$ cat config.mk
export PLATFORM = sky130hd
export DESIGN_NAME = w7_loader_flat
export DESIGN_NICKNAME = d
export VERILOG_FILES = /design/src/rtl/w7_loader_if.sv /design/src/rtl/w7_loader.sv /design/src/flat_wrapper.sv
export SDC_FILE = /design/constraint.sdc
export NUM_CORES = 1
export LEC_CHECK = 0
export CAP_MARGIN = 20
export CORE_MARGIN = 2
export CORE_UTILIZATION = 31
export DETAILED_ROUTE_END_ITERATION = 6
export GPL_TIMING_DRIVEN = 0
export PLACE_DENSITY = 0.77
export SYNTH_ARGS = -nofsm -noshare
export SYNTH_HDL_FRONTEND = slang
export SYNTH_SLANG_ARGS = --single-unit
$ cat constraint.sdc
create_clock -name clk -period 1.56 [get_ports clk]
set_input_delay 0.156 -clock clk [delete_from_list [all_inputs] [get_ports clk]]
set_output_delay 0.156 -clock clk [all_outputs]
set_load 0.02 [all_outputs]
$ cat src/rtl/w7_loader_if.sv
// Weight-stream handshake plus the sixteen bank write ports of w7_loader.
// The master modport is the weight source side; the slave modport is the loader.
interface w7_loader_if;
    logic              start;
    logic              finish;
    logic              in_valid;
    logic signed [7:0] in_data;
    logic              in_ready;
    logic              cksum_err;

    logic [3:0]        w0_waddr;   logic signed [7:0] w0_wdata;   logic w0_we;
    logic [3:0]        w1_waddr;   logic signed [7:0] w1_wdata;   logic w1_we;
    logic [3:0]        w2_waddr;   logic signed [7:0] w2_wdata;   logic w2_we;
    logic [3:0]        w3_waddr;   logic signed [7:0] w3_wdata;   logic w3_we;
    logic [3:0]        w4_waddr;   logic signed [7:0] w4_wdata;   logic w4_we;
    logic [3:0]        w5_waddr;   logic signed [7:0] w5_wdata;   logic w5_we;
    logic [3:0]        w6_waddr;   logic signed [7:0] w6_wdata;   logic w6_we;
    logic [3:0]        w7_waddr;   logic signed [7:0] w7_wdata;   logic w7_we;
    logic [3:0]        w8_waddr;   logic signed [7:0] w8_wdata;   logic w8_we;
    logic [3:0]        w9_waddr;   logic signed [7:0] w9_wdata;   logic w9_we;
    logic [3:0]        w10_waddr;  logic signed [7:0] w10_wdata;  logic w10_we;
    logic [3:0]        w11_waddr;  logic signed [7:0] w11_wdata;  logic w11_we;
    logic [3:0]        w12_waddr;  logic signed [7:0] w12_wdata;  logic w12_we;
    logic [3:0]        w13_waddr;  logic signed [7:0] w13_wdata;  logic w13_we;
    logic [3:0]        w14_waddr;  logic signed [7:0] w14_wdata;  logic w14_we;
    logic [3:0]        w15_waddr;  logic signed [7:0] w15_wdata;  logic w15_we;

    modport master (
        output start, in_valid, in_data,
        input  finish, in_ready, cksum_err,
        input  w0_waddr,  w0_wdata,  w0_we,
        input  w1_waddr,  w1_wdata,  w1_we,
        input  w2_waddr,  w2_wdata,  w2_we,
        input  w3_waddr,  w3_wdata,  w3_we,
        input  w4_waddr,  w4_wdata,  w4_we,
        input  w5_waddr,  w5_wdata,  w5_we,
        input  w6_waddr,  w6_wdata,  w6_we,
        input  w7_waddr,  w7_wdata,  w7_we,
        input  w8_waddr,  w8_wdata,  w8_we,
        input  w9_waddr,  w9_wdata,  w9_we,
        input  w10_waddr, w10_wdata, w10_we,
        input  w11_waddr, w11_wdata, w11_we,
        input  w12_waddr, w12_wdata, w12_we,
        input  w13_waddr, w13_wdata, w13_we,
        input  w14_waddr, w14_wdata, w14_we,
        input  w15_waddr, w15_wdata, w15_we
    );

    modport slave (
        input  start, in_valid, in_data,
        output finish, in_ready, cksum_err,
        output w0_waddr,  w0_wdata,  w0_we,
        output w1_waddr,  w1_wdata,  w1_we,
        output w2_waddr,  w2_wdata,  w2_we,
        output w3_waddr,  w3_wdata,  w3_we,
        output w4_waddr,  w4_wdata,  w4_we,
        output w5_waddr,  w5_wdata,  w5_we,
        output w6_waddr,  w6_wdata,  w6_we,
        output w7_waddr,  w7_wdata,  w7_we,
        output w8_waddr,  w8_wdata,  w8_we,
        output w9_waddr,  w9_wdata,  w9_we,
        output w10_waddr, w10_wdata, w10_we,
        output w11_waddr, w11_wdata, w11_we,
        output w12_waddr, w12_wdata, w12_we,
        output w13_waddr, w13_wdata, w13_we,
        output w14_waddr, w14_wdata, w14_we,
        output w15_waddr, w15_wdata, w15_we
    );
endinterface

$ cat src/rtl/w7_loader.sv
// w7_loader: writes a 256-byte weight stream bank-interleaved into 16 banks x 16 entries.
// Optional trailing modulo-256 checksum byte when W7_LOADER_CKSUM_EN is defined.
module w7_loader (
    input  logic         clk,
    input  logic         xrst,
    w7_loader_if.slave   bus
);

`ifdef W7_LOADER_CKSUM_EN
    localparam int               CNT_W    = 9;
    localparam logic [CNT_W-1:0] LAST_IDX = 9'd256;
`else
    localparam int               CNT_W    = 8;
    localparam logic [CNT_W-1:0] LAST_IDX = 8'd255;
`endif

    typedef enum logic [1:0] {IDLE, LOAD, FLUSH, FIN} state_e;

    state_e           state_q, state_d;
    logic [CNT_W-1:0] cnt_q,   cnt_d;
    logic [3:0]       waddr_q, waddr_d;
    logic [7:0]       wdata_q, wdata_d;
    logic [15:0]      we_q,    we_d;

    logic in_ready;
    logic finish;
    logic accept;
    logic start_acc;
    logic ck_byte;

    assign accept    = bus.in_valid & in_ready;
    assign start_acc = (state_q == IDLE) & bus.start;

`ifdef W7_LOADER_CKSUM_EN
    assign ck_byte = cnt_q[CNT_W-1];
`else
    assign ck_byte = 1'b0;
`endif

    // NOTE: sequential state uses non-blocking assignments so every flop samples pre-edge values.
    always_ff @(posedge clk or posedge xrst) begin
        if (xrst) state_q <= IDLE;
        else      state_q <= state_d;
    end

    // NOTE: each always_comb assigns defaults first so no path leaves a variable unassigned (no latch).
    always_comb begin
        state_d = state_q;
        case (state_q)
            IDLE:    if (bus.start) state_d = LOAD;
            LOAD:    if (accept && (cnt_q == LAST_IDX)) state_d = FLUSH;
            FLUSH:   state_d = FIN;
            FIN:     state_d = IDLE;
            default: state_d = IDLE;
        endcase
    end

    always_comb begin
        in_ready = 1'b0;
        finish   = 1'b0;
        case (state_q)
            LOAD:    in_ready = 1'b1;
            FIN:     finish   = 1'b1;
            default: ;
        endcase
    end

    // Byte k lands in bank k[3:0] at entry k[7:4]; the checksum byte is never written.
    always_comb begin
        cnt_d   = cnt_q;
        waddr_d = waddr_q;
        wdata_d = wdata_q;
        we_d    = '0;
        if (start_acc) begin
            cnt_d = '0;
        end else if (accept) begin
            cnt_d = cnt_q + 1'b1;
            if (!ck_byte) begin
                waddr_d = cnt_q[7:4];
                wdata_d = bus.in_data;
                we_d    = 16'h0001 << cnt_q[3:0];
            end
        end
    end

    always_ff @(posedge clk or posedge xrst) begin
        if (xrst) begin
            cnt_q   <= '0;
            waddr_q <= '0;
            wdata_q <= '0;
            we_q    <= '0;
        end else begin
            cnt_q   <= cnt_d;
            waddr_q <= waddr_d;
            wdata_q <= wdata_d;
            we_q    <= we_d;
        end
    end

`ifdef W7_LOADER_CKSUM_EN
    logic [7:0] sum_q, sum_d;
    logic       mism_q, mism_d;
    logic       cksum_err_q, cksum_err_d;

    // The compare result is parked until FLUSH so the flag rises together with finish.
    always_comb begin
        sum_d       = sum_q;
        mism_d      = mism_q;
        cksum_err_d = cksum_err_q;
        if (start_acc) begin
            sum_d       = '0;
            mism_d      = 1'b0;
            cksum_err_d = 1'b0;
        end else if (accept) begin
            if (ck_byte) mism_d = (bus.in_data != sum_q);
            else         sum_d  = sum_q + bus.in_data;
        end
        if (state_q == FLUSH) cksum_err_d = mism_q;
    end

    always_ff @(posedge clk or posedge xrst) begin
        if (xrst) begin
            sum_q       <= '0;
            mism_q      <= 1'b0;
            cksum_err_q <= 1'b0;
        end else begin
            sum_q       <= sum_d;
            mism_q      <= mism_d;
            cksum_err_q <= cksum_err_d;
        end
    end

    assign bus.cksum_err = cksum_err_q;
`else
    assign bus.cksum_err = 1'b0;
`endif

    assign bus.in_ready = in_ready;
    assign bus.finish   = finish;

    assign bus.w0_waddr  = waddr_q;  assign bus.w0_wdata  = wdata_q;  assign bus.w0_we  = we_q[0];
    assign bus.w1_waddr  = waddr_q;  assign bus.w1_wdata  = wdata_q;  assign bus.w1_we  = we_q[1];
    assign bus.w2_waddr  = waddr_q;  assign bus.w2_wdata  = wdata_q;  assign bus.w2_we  = we_q[2];
    assign bus.w3_waddr  = waddr_q;  assign bus.w3_wdata  = wdata_q;  assign bus.w3_we  = we_q[3];
    assign bus.w4_waddr  = waddr_q;  assign bus.w4_wdata  = wdata_q;  assign bus.w4_we  = we_q[4];
    assign bus.w5_waddr  = waddr_q;  assign bus.w5_wdata  = wdata_q;  assign bus.w5_we  = we_q[5];
    assign bus.w6_waddr  = waddr_q;  assign bus.w6_wdata  = wdata_q;  assign bus.w6_we  = we_q[6];
    assign bus.w7_waddr  = waddr_q;  assign bus.w7_wdata  = wdata_q;  assign bus.w7_we  = we_q[7];
    assign bus.w8_waddr  = waddr_q;  assign bus.w8_wdata  = wdata_q;  assign bus.w8_we  = we_q[8];
    assign bus.w9_waddr  = waddr_q;  assign bus.w9_wdata  = wdata_q;  assign bus.w9_we  = we_q[9];
    assign bus.w10_waddr = waddr_q;  assign bus.w10_wdata = wdata_q;  assign bus.w10_we = we_q[10];
    assign bus.w11_waddr = waddr_q;  assign bus.w11_wdata = wdata_q;  assign bus.w11_we = we_q[11];
    assign bus.w12_waddr = waddr_q;  assign bus.w12_wdata = wdata_q;  assign bus.w12_we = we_q[12];
    assign bus.w13_waddr = waddr_q;  assign bus.w13_wdata = wdata_q;  assign bus.w13_we = we_q[13];
    assign bus.w14_waddr = waddr_q;  assign bus.w14_wdata = wdata_q;  assign bus.w14_we = we_q[14];
    assign bus.w15_waddr = waddr_q;  assign bus.w15_wdata = wdata_q;  assign bus.w15_we = we_q[15];

endmodule

$ cat src/flat_wrapper.sv
// flat-port wrapper written by rule: the top's interface ports become plain ports
module w7_loader_flat 
  (clk, xrst, bus_start, bus_in_valid, bus_in_data, bus_finish, bus_in_ready, bus_cksum_err, bus_w0_waddr, bus_w0_wdata, bus_w0_we, bus_w1_waddr, bus_w1_wdata, bus_w1_we, bus_w2_waddr, bus_w2_wdata, bus_w2_we, bus_w3_waddr, bus_w3_wdata, bus_w3_we, bus_w4_waddr, bus_w4_wdata, bus_w4_we, bus_w5_waddr, bus_w5_wdata, bus_w5_we, bus_w6_waddr, bus_w6_wdata, bus_w6_we, bus_w7_waddr, bus_w7_wdata, bus_w7_we, bus_w8_waddr, bus_w8_wdata, bus_w8_we, bus_w9_waddr, bus_w9_wdata, bus_w9_we, bus_w10_waddr, bus_w10_wdata, bus_w10_we, bus_w11_waddr, bus_w11_wdata, bus_w11_we, bus_w12_waddr, bus_w12_wdata, bus_w12_we, bus_w13_waddr, bus_w13_wdata, bus_w13_we, bus_w14_waddr, bus_w14_wdata, bus_w14_we, bus_w15_waddr, bus_w15_wdata, bus_w15_we);
  w7_loader_if bus_i ();
  input  logic clk;
  input  logic xrst;
  input wire logic [$bits(bus_i.start)-1:0] bus_start;
  input wire logic [$bits(bus_i.in_valid)-1:0] bus_in_valid;
  input wire logic [$bits(bus_i.in_data)-1:0] bus_in_data;
  output wire logic [$bits(bus_i.finish)-1:0] bus_finish;
  output wire logic [$bits(bus_i.in_ready)-1:0] bus_in_ready;
  output wire logic [$bits(bus_i.cksum_err)-1:0] bus_cksum_err;
  output wire logic [$bits(bus_i.w0_waddr)-1:0] bus_w0_waddr;
  output wire logic [$bits(bus_i.w0_wdata)-1:0] bus_w0_wdata;
  output wire logic [$bits(bus_i.w0_we)-1:0] bus_w0_we;
  output wire logic [$bits(bus_i.w1_waddr)-1:0] bus_w1_waddr;
  output wire logic [$bits(bus_i.w1_wdata)-1:0] bus_w1_wdata;
  output wire logic [$bits(bus_i.w1_we)-1:0] bus_w1_we;
  output wire logic [$bits(bus_i.w2_waddr)-1:0] bus_w2_waddr;
  output wire logic [$bits(bus_i.w2_wdata)-1:0] bus_w2_wdata;
  output wire logic [$bits(bus_i.w2_we)-1:0] bus_w2_we;
  output wire logic [$bits(bus_i.w3_waddr)-1:0] bus_w3_waddr;
  output wire logic [$bits(bus_i.w3_wdata)-1:0] bus_w3_wdata;
  output wire logic [$bits(bus_i.w3_we)-1:0] bus_w3_we;
  output wire logic [$bits(bus_i.w4_waddr)-1:0] bus_w4_waddr;
  output wire logic [$bits(bus_i.w4_wdata)-1:0] bus_w4_wdata;
  output wire logic [$bits(bus_i.w4_we)-1:0] bus_w4_we;
  output wire logic [$bits(bus_i.w5_waddr)-1:0] bus_w5_waddr;
  output wire logic [$bits(bus_i.w5_wdata)-1:0] bus_w5_wdata;
  output wire logic [$bits(bus_i.w5_we)-1:0] bus_w5_we;
  output wire logic [$bits(bus_i.w6_waddr)-1:0] bus_w6_waddr;
  output wire logic [$bits(bus_i.w6_wdata)-1:0] bus_w6_wdata;
  output wire logic [$bits(bus_i.w6_we)-1:0] bus_w6_we;
  output wire logic [$bits(bus_i.w7_waddr)-1:0] bus_w7_waddr;
  output wire logic [$bits(bus_i.w7_wdata)-1:0] bus_w7_wdata;
  output wire logic [$bits(bus_i.w7_we)-1:0] bus_w7_we;
  output wire logic [$bits(bus_i.w8_waddr)-1:0] bus_w8_waddr;
  output wire logic [$bits(bus_i.w8_wdata)-1:0] bus_w8_wdata;
  output wire logic [$bits(bus_i.w8_we)-1:0] bus_w8_we;
  output wire logic [$bits(bus_i.w9_waddr)-1:0] bus_w9_waddr;
  output wire logic [$bits(bus_i.w9_wdata)-1:0] bus_w9_wdata;
  output wire logic [$bits(bus_i.w9_we)-1:0] bus_w9_we;
  output wire logic [$bits(bus_i.w10_waddr)-1:0] bus_w10_waddr;
  output wire logic [$bits(bus_i.w10_wdata)-1:0] bus_w10_wdata;
  output wire logic [$bits(bus_i.w10_we)-1:0] bus_w10_we;
  output wire logic [$bits(bus_i.w11_waddr)-1:0] bus_w11_waddr;
  output wire logic [$bits(bus_i.w11_wdata)-1:0] bus_w11_wdata;
  output wire logic [$bits(bus_i.w11_we)-1:0] bus_w11_we;
  output wire logic [$bits(bus_i.w12_waddr)-1:0] bus_w12_waddr;
  output wire logic [$bits(bus_i.w12_wdata)-1:0] bus_w12_wdata;
  output wire logic [$bits(bus_i.w12_we)-1:0] bus_w12_we;
  output wire logic [$bits(bus_i.w13_waddr)-1:0] bus_w13_waddr;
  output wire logic [$bits(bus_i.w13_wdata)-1:0] bus_w13_wdata;
  output wire logic [$bits(bus_i.w13_we)-1:0] bus_w13_we;
  output wire logic [$bits(bus_i.w14_waddr)-1:0] bus_w14_waddr;
  output wire logic [$bits(bus_i.w14_wdata)-1:0] bus_w14_wdata;
  output wire logic [$bits(bus_i.w14_we)-1:0] bus_w14_we;
  output wire logic [$bits(bus_i.w15_waddr)-1:0] bus_w15_waddr;
  output wire logic [$bits(bus_i.w15_wdata)-1:0] bus_w15_wdata;
  output wire logic [$bits(bus_i.w15_we)-1:0] bus_w15_we;
  assign bus_i.start = bus_start;
  assign bus_i.in_valid = bus_in_valid;
  assign bus_i.in_data = bus_in_data;
  assign bus_finish = bus_i.finish;
  assign bus_in_ready = bus_i.in_ready;
  assign bus_cksum_err = bus_i.cksum_err;
  assign bus_w0_waddr = bus_i.w0_waddr;
  assign bus_w0_wdata = bus_i.w0_wdata;
  assign bus_w0_we = bus_i.w0_we;
  assign bus_w1_waddr = bus_i.w1_waddr;
  assign bus_w1_wdata = bus_i.w1_wdata;
  assign bus_w1_we = bus_i.w1_we;
  assign bus_w2_waddr = bus_i.w2_waddr;
  assign bus_w2_wdata = bus_i.w2_wdata;
  assign bus_w2_we = bus_i.w2_we;
  assign bus_w3_waddr = bus_i.w3_waddr;
  assign bus_w3_wdata = bus_i.w3_wdata;
  assign bus_w3_we = bus_i.w3_we;
  assign bus_w4_waddr = bus_i.w4_waddr;
  assign bus_w4_wdata = bus_i.w4_wdata;
  assign bus_w4_we = bus_i.w4_we;
  assign bus_w5_waddr = bus_i.w5_waddr;
  assign bus_w5_wdata = bus_i.w5_wdata;
  assign bus_w5_we = bus_i.w5_we;
  assign bus_w6_waddr = bus_i.w6_waddr;
  assign bus_w6_wdata = bus_i.w6_wdata;
  assign bus_w6_we = bus_i.w6_we;
  assign bus_w7_waddr = bus_i.w7_waddr;
  assign bus_w7_wdata = bus_i.w7_wdata;
  assign bus_w7_we = bus_i.w7_we;
  assign bus_w8_waddr = bus_i.w8_waddr;
  assign bus_w8_wdata = bus_i.w8_wdata;
  assign bus_w8_we = bus_i.w8_we;
  assign bus_w9_waddr = bus_i.w9_waddr;
  assign bus_w9_wdata = bus_i.w9_wdata;
  assign bus_w9_we = bus_i.w9_we;
  assign bus_w10_waddr = bus_i.w10_waddr;
  assign bus_w10_wdata = bus_i.w10_wdata;
  assign bus_w10_we = bus_i.w10_we;
  assign bus_w11_waddr = bus_i.w11_waddr;
  assign bus_w11_wdata = bus_i.w11_wdata;
  assign bus_w11_we = bus_i.w11_we;
  assign bus_w12_waddr = bus_i.w12_waddr;
  assign bus_w12_wdata = bus_i.w12_wdata;
  assign bus_w12_we = bus_i.w12_we;
  assign bus_w13_waddr = bus_i.w13_waddr;
  assign bus_w13_wdata = bus_i.w13_wdata;
  assign bus_w13_we = bus_i.w13_we;
  assign bus_w14_waddr = bus_i.w14_waddr;
  assign bus_w14_wdata = bus_i.w14_wdata;
  assign bus_w14_we = bus_i.w14_we;
  assign bus_w15_waddr = bus_i.w15_waddr;
  assign bus_w15_wdata = bus_i.w15_wdata;
  assign bus_w15_we = bus_i.w15_we;
  w7_loader u_core (.clk(clk), .xrst(xrst), .bus(bus_i));
endmodule
==> flow_summary.ini, run 1 <==
[finish]
diodes = 0
nFillCells = 866
fin_nets = 595
mostFrequentLayoutCells = buf_4, dlygate4sd2_1, clkdlybuf4s50_1
final_common_cell = buf_4
final_cells = 702
area_growth_pct = 85.4
drive_gt1_share_pct = 63.2

[power_and_ir_drop]
power_frac_clock_pct = 16.2
power.switching_w = 0.00236
switching_share_pct = 38.6
power_frac_comb_pct = 62.6
intPower_w = 0.00374
ir_drop_v = 0.000625
leakagePower_nw = 3.20
power_density_mw_per_mm2 = 1100
pwr-share-seq_pct = 21.2

[timing]
slew_viol_final = 0
hold_viol = 0
fin_crit_sh_pct = 105
maxSlewHeadroom_pct = 48.6
rsz0062_at_grt = yes
worst_slack_ns = -0.0740
tightest_slew_ns = 0.769
setup_violations = 1
fmax_ghz = 0.612
layout_min_cycle_time_ns = 1.63
finClkSkew_ns = 0.00524

[yosys]
synth_edf_count = 0
yosysTopAreaCellShare_pct = 45.7
synth_area_mm2 = 0.00299
synthFlopType = dfrtp_1
async_flop_share_pct = 100
yosys_warnings = 0
synth_nets = 333
synth_cell_type_count = 26
syn_avg_cell_area_um2 = 9.65
synthCells = 310
ys_ff_latch = 38
yosys-top-cells-area = buf_4, dfrtp_1, mux2_2
synth_area_leader_cell = buf_4
ys_seq_area_share_pct = 31.8

[grt]
antenna_found_initial = 0
grt_start_max_net_pins = 39
grt-ovfl-total = 0
grt_usage_pct = 14.5
grt_pass1_vias = 2473
grt_first_pass_wirelength_um = 12200

[cts]
htree_levels = 2
path_clk_slew_ns = 0.07
cts_num_sinks = 38
cts_buffers = 5
cts_buffer_depth = 2
cts_tree = yes
clk_latency_ns = 0.29
cts_root_buffer = clkbuf_8

[setup_path]
slowest_stage = dfrtp_1
crit_family = simple AND/OR/NAND/NOR gates
worstPathArrival_ns = 1.81
worstPathCellList = inv_2, ha_4, nand4_1, nor2_2, and3_4, mux2_4
start_kind = flip-flop
required_ns = 1.74
timing.critical_path.buf_inv = 1
critical_path_class = reg -> reg
worst-path-max-fanout = 5
slowest_delay_ns = 0.39
endpoint_kind = flip-flop

[floorplanning]
fp.dieW_um = 102
die_h_um = 102
pin_count = 223
initial_core_util_pct = 32.2
die_area_mm2 = 0.0105
rows = 35
core-area_mm2 = 0.00928

[route]
wl_met1_um = 2970
detail-route-antenna-nets = 0
top_layer = met4
wire_per_inst_um = 11.7
drtIter0Drc = 89
post-route-drc-count = 0
drt_wl_total_um = 8240
vias = 2657
wl_met2_um = 4290
first_pass_iters = 6
viasPerCell = 3.78
wl_met3_um = 859

[place]
port_buffers = 221
dp_hpwl_um = 5900
dpl.cell_count = 660
pre_cts_ws_ns = -0.193
routabilityCongestion = 0.734

[run_status]
status = finished, violations left
violations = setup timing

[min_path]
min_path_type = in -> async

[run]
maxCapViolCount = 0
==> registers in the layout, summed over array words and instances, names as in the netlist <==
register,flops
u_core.cnt_q,8
u_core.bus.w0_wdata,8
u_core.we_q,16
u_core.bus.w0_waddr,4
u_core.state_q,2
==> repair_timing <==
action                     4_1_cts  5_1_grt
setup buffers                   29        6
hold buffers                     0        0
gates cloned                     1        0
resized for setup              223       20
setup endpoints to repair      214       29
pin swaps                        2        6
==> layer usage <==
| metal | vias up | global-route usage (%) |
|---|---|---|
| met4 | 0 | 3.59 |
| met3 | 11 | 5.40 |
| met1 | 1197 | 16.0 |
| met2 | 134 | 26.4 |
| li1 | 1315 | - |
| met5 | - | 0 |
==> worst reg2reg max path: cells and delay by family (launching register included) <==
kind / cells / cell delay [ns]
multiplexers: 1 / 0.29
flip-flops: 1 / 0.39
AND/OR/NAND/NOR: 3 / 0.53
buffers and inverters: 1 / 0.11
adder cells (fa/ha/maj): 1 / 0.20
==> cells in the mapped netlist (2+ instances only) <==
library cell and count:
buf_4 182, xnor2_1 3, mux2_2 14, and2_1 4, nand3_1 3, ha_1 11
xor2_1 2, and3_1 16, nand2_1 2, nor2_1 10, buf_2 2, o21ai_1 2
inv_1 6, dfrtp_1 38, a21oi_1 2, nand4_1 3
==> per-stage QoR <==
step | util [%] | area, um2 | hold slack (ns) | total power (W) | TNS, ns
CTS | 59.0 | 5470 | 0.360 | 0.00611 | -0.440
finish | 59.7 | 5550 | 0.330 | 0.00610 | -0.0740
floorplan | - | 3010 | 0.298 | 0.00361 | 0
detailed placement | 58.0 | 5380 | 0.563 | 0.00526 | -3.83
global placement | 58.0 | 5380 | 0.560 | 0.00517 | -14.27
global route | 59.7 | 5550 | 0.423 | 0.00645 | -0.619
==> power groups by stage <==
stage	Combinational [W]	Sequential, W	Clock (W)
after global placement	0.00377	0.00141	0
final	0.00382	0.00130	0.000986
after CTS	0.00381	0.00129	0.00102
after detailed placement	0.00383	0.00143	0
after global routing	0.00408	0.00131	0.00106
after floorplan	0.00212	0.00149	0
==> cell type report <==
class                   count  area (um2)  area share [%]
plain buffers             184        1380            24.9
clock buffers               5        68.8            1.24
clock inverters             3        68.8            1.24
inverters                   7        26.3           0.474
multi-input cells          80         736            13.3
flip-flops and latches     38         968            17.5
well taps                 129         161            2.91
repair buffers            256        2130            38.5
==> worst paths after layout <==
path | depth (start not counted) | start | slack [ns] | endpoint
max | 6 | u_core.state_q[1]$_DFFE_PP0P_ | -0.07 | u_core.cnt_q[7]$_DFFE_PP0P_
min reg2reg | 1 | u_core.cnt_q[7]$_DFFE_PP0P_ | 0.60 | u_core.bus.w0_waddr[3]$_DFFE_PP0P_
min | 2 | xrst | 0.33 | u_core.bus.w0_wdata[0]$_DFFE_PP0P_
min in group clk | 2 | bus_in_data[2] | 0.48 | u_core.bus.w0_wdata[2]$_DFFE_PP0P_
max reg2reg | 6 | u_core.state_q[1]$_DFFE_PP0P_ | -0.07 | u_core.cnt_q[7]$_DFFE_PP0P_
max in group asynchronous | 2 | xrst | 0.70 | u_core.bus.w0_wdata[4]$_DFFE_PP0P_
==> cells by family (layout without fill, tap and decap cells) <==
logic type	count (synthesis)	count (layout)	synth area share (%)
buf+inv	192	455	47.3
flops	38	38	31.8
other cells	1	1	0.125
xor+xnor	5	5	1.46
simple gates	44	44	8.49
fa+ha+maj	11	11	4.60
compound gates	4	4	0.669
mux	15	15	5.60
(Power assumes the default switching activity.)
==> run 2: changes to the inputs <==
Settings changed: CTS_BUF_LIST set to sky130_fd_sc_hd__clkbuf_4 sky130_fd_sc_hd__clkbuf_8 sky130_fd_sc_hd__clkbuf_16, CTS_CLUSTER_SIZE set to 10.
==> results of run 2 <==
Same layout as run 1: the final DEF is identical, and so are final timing and power.
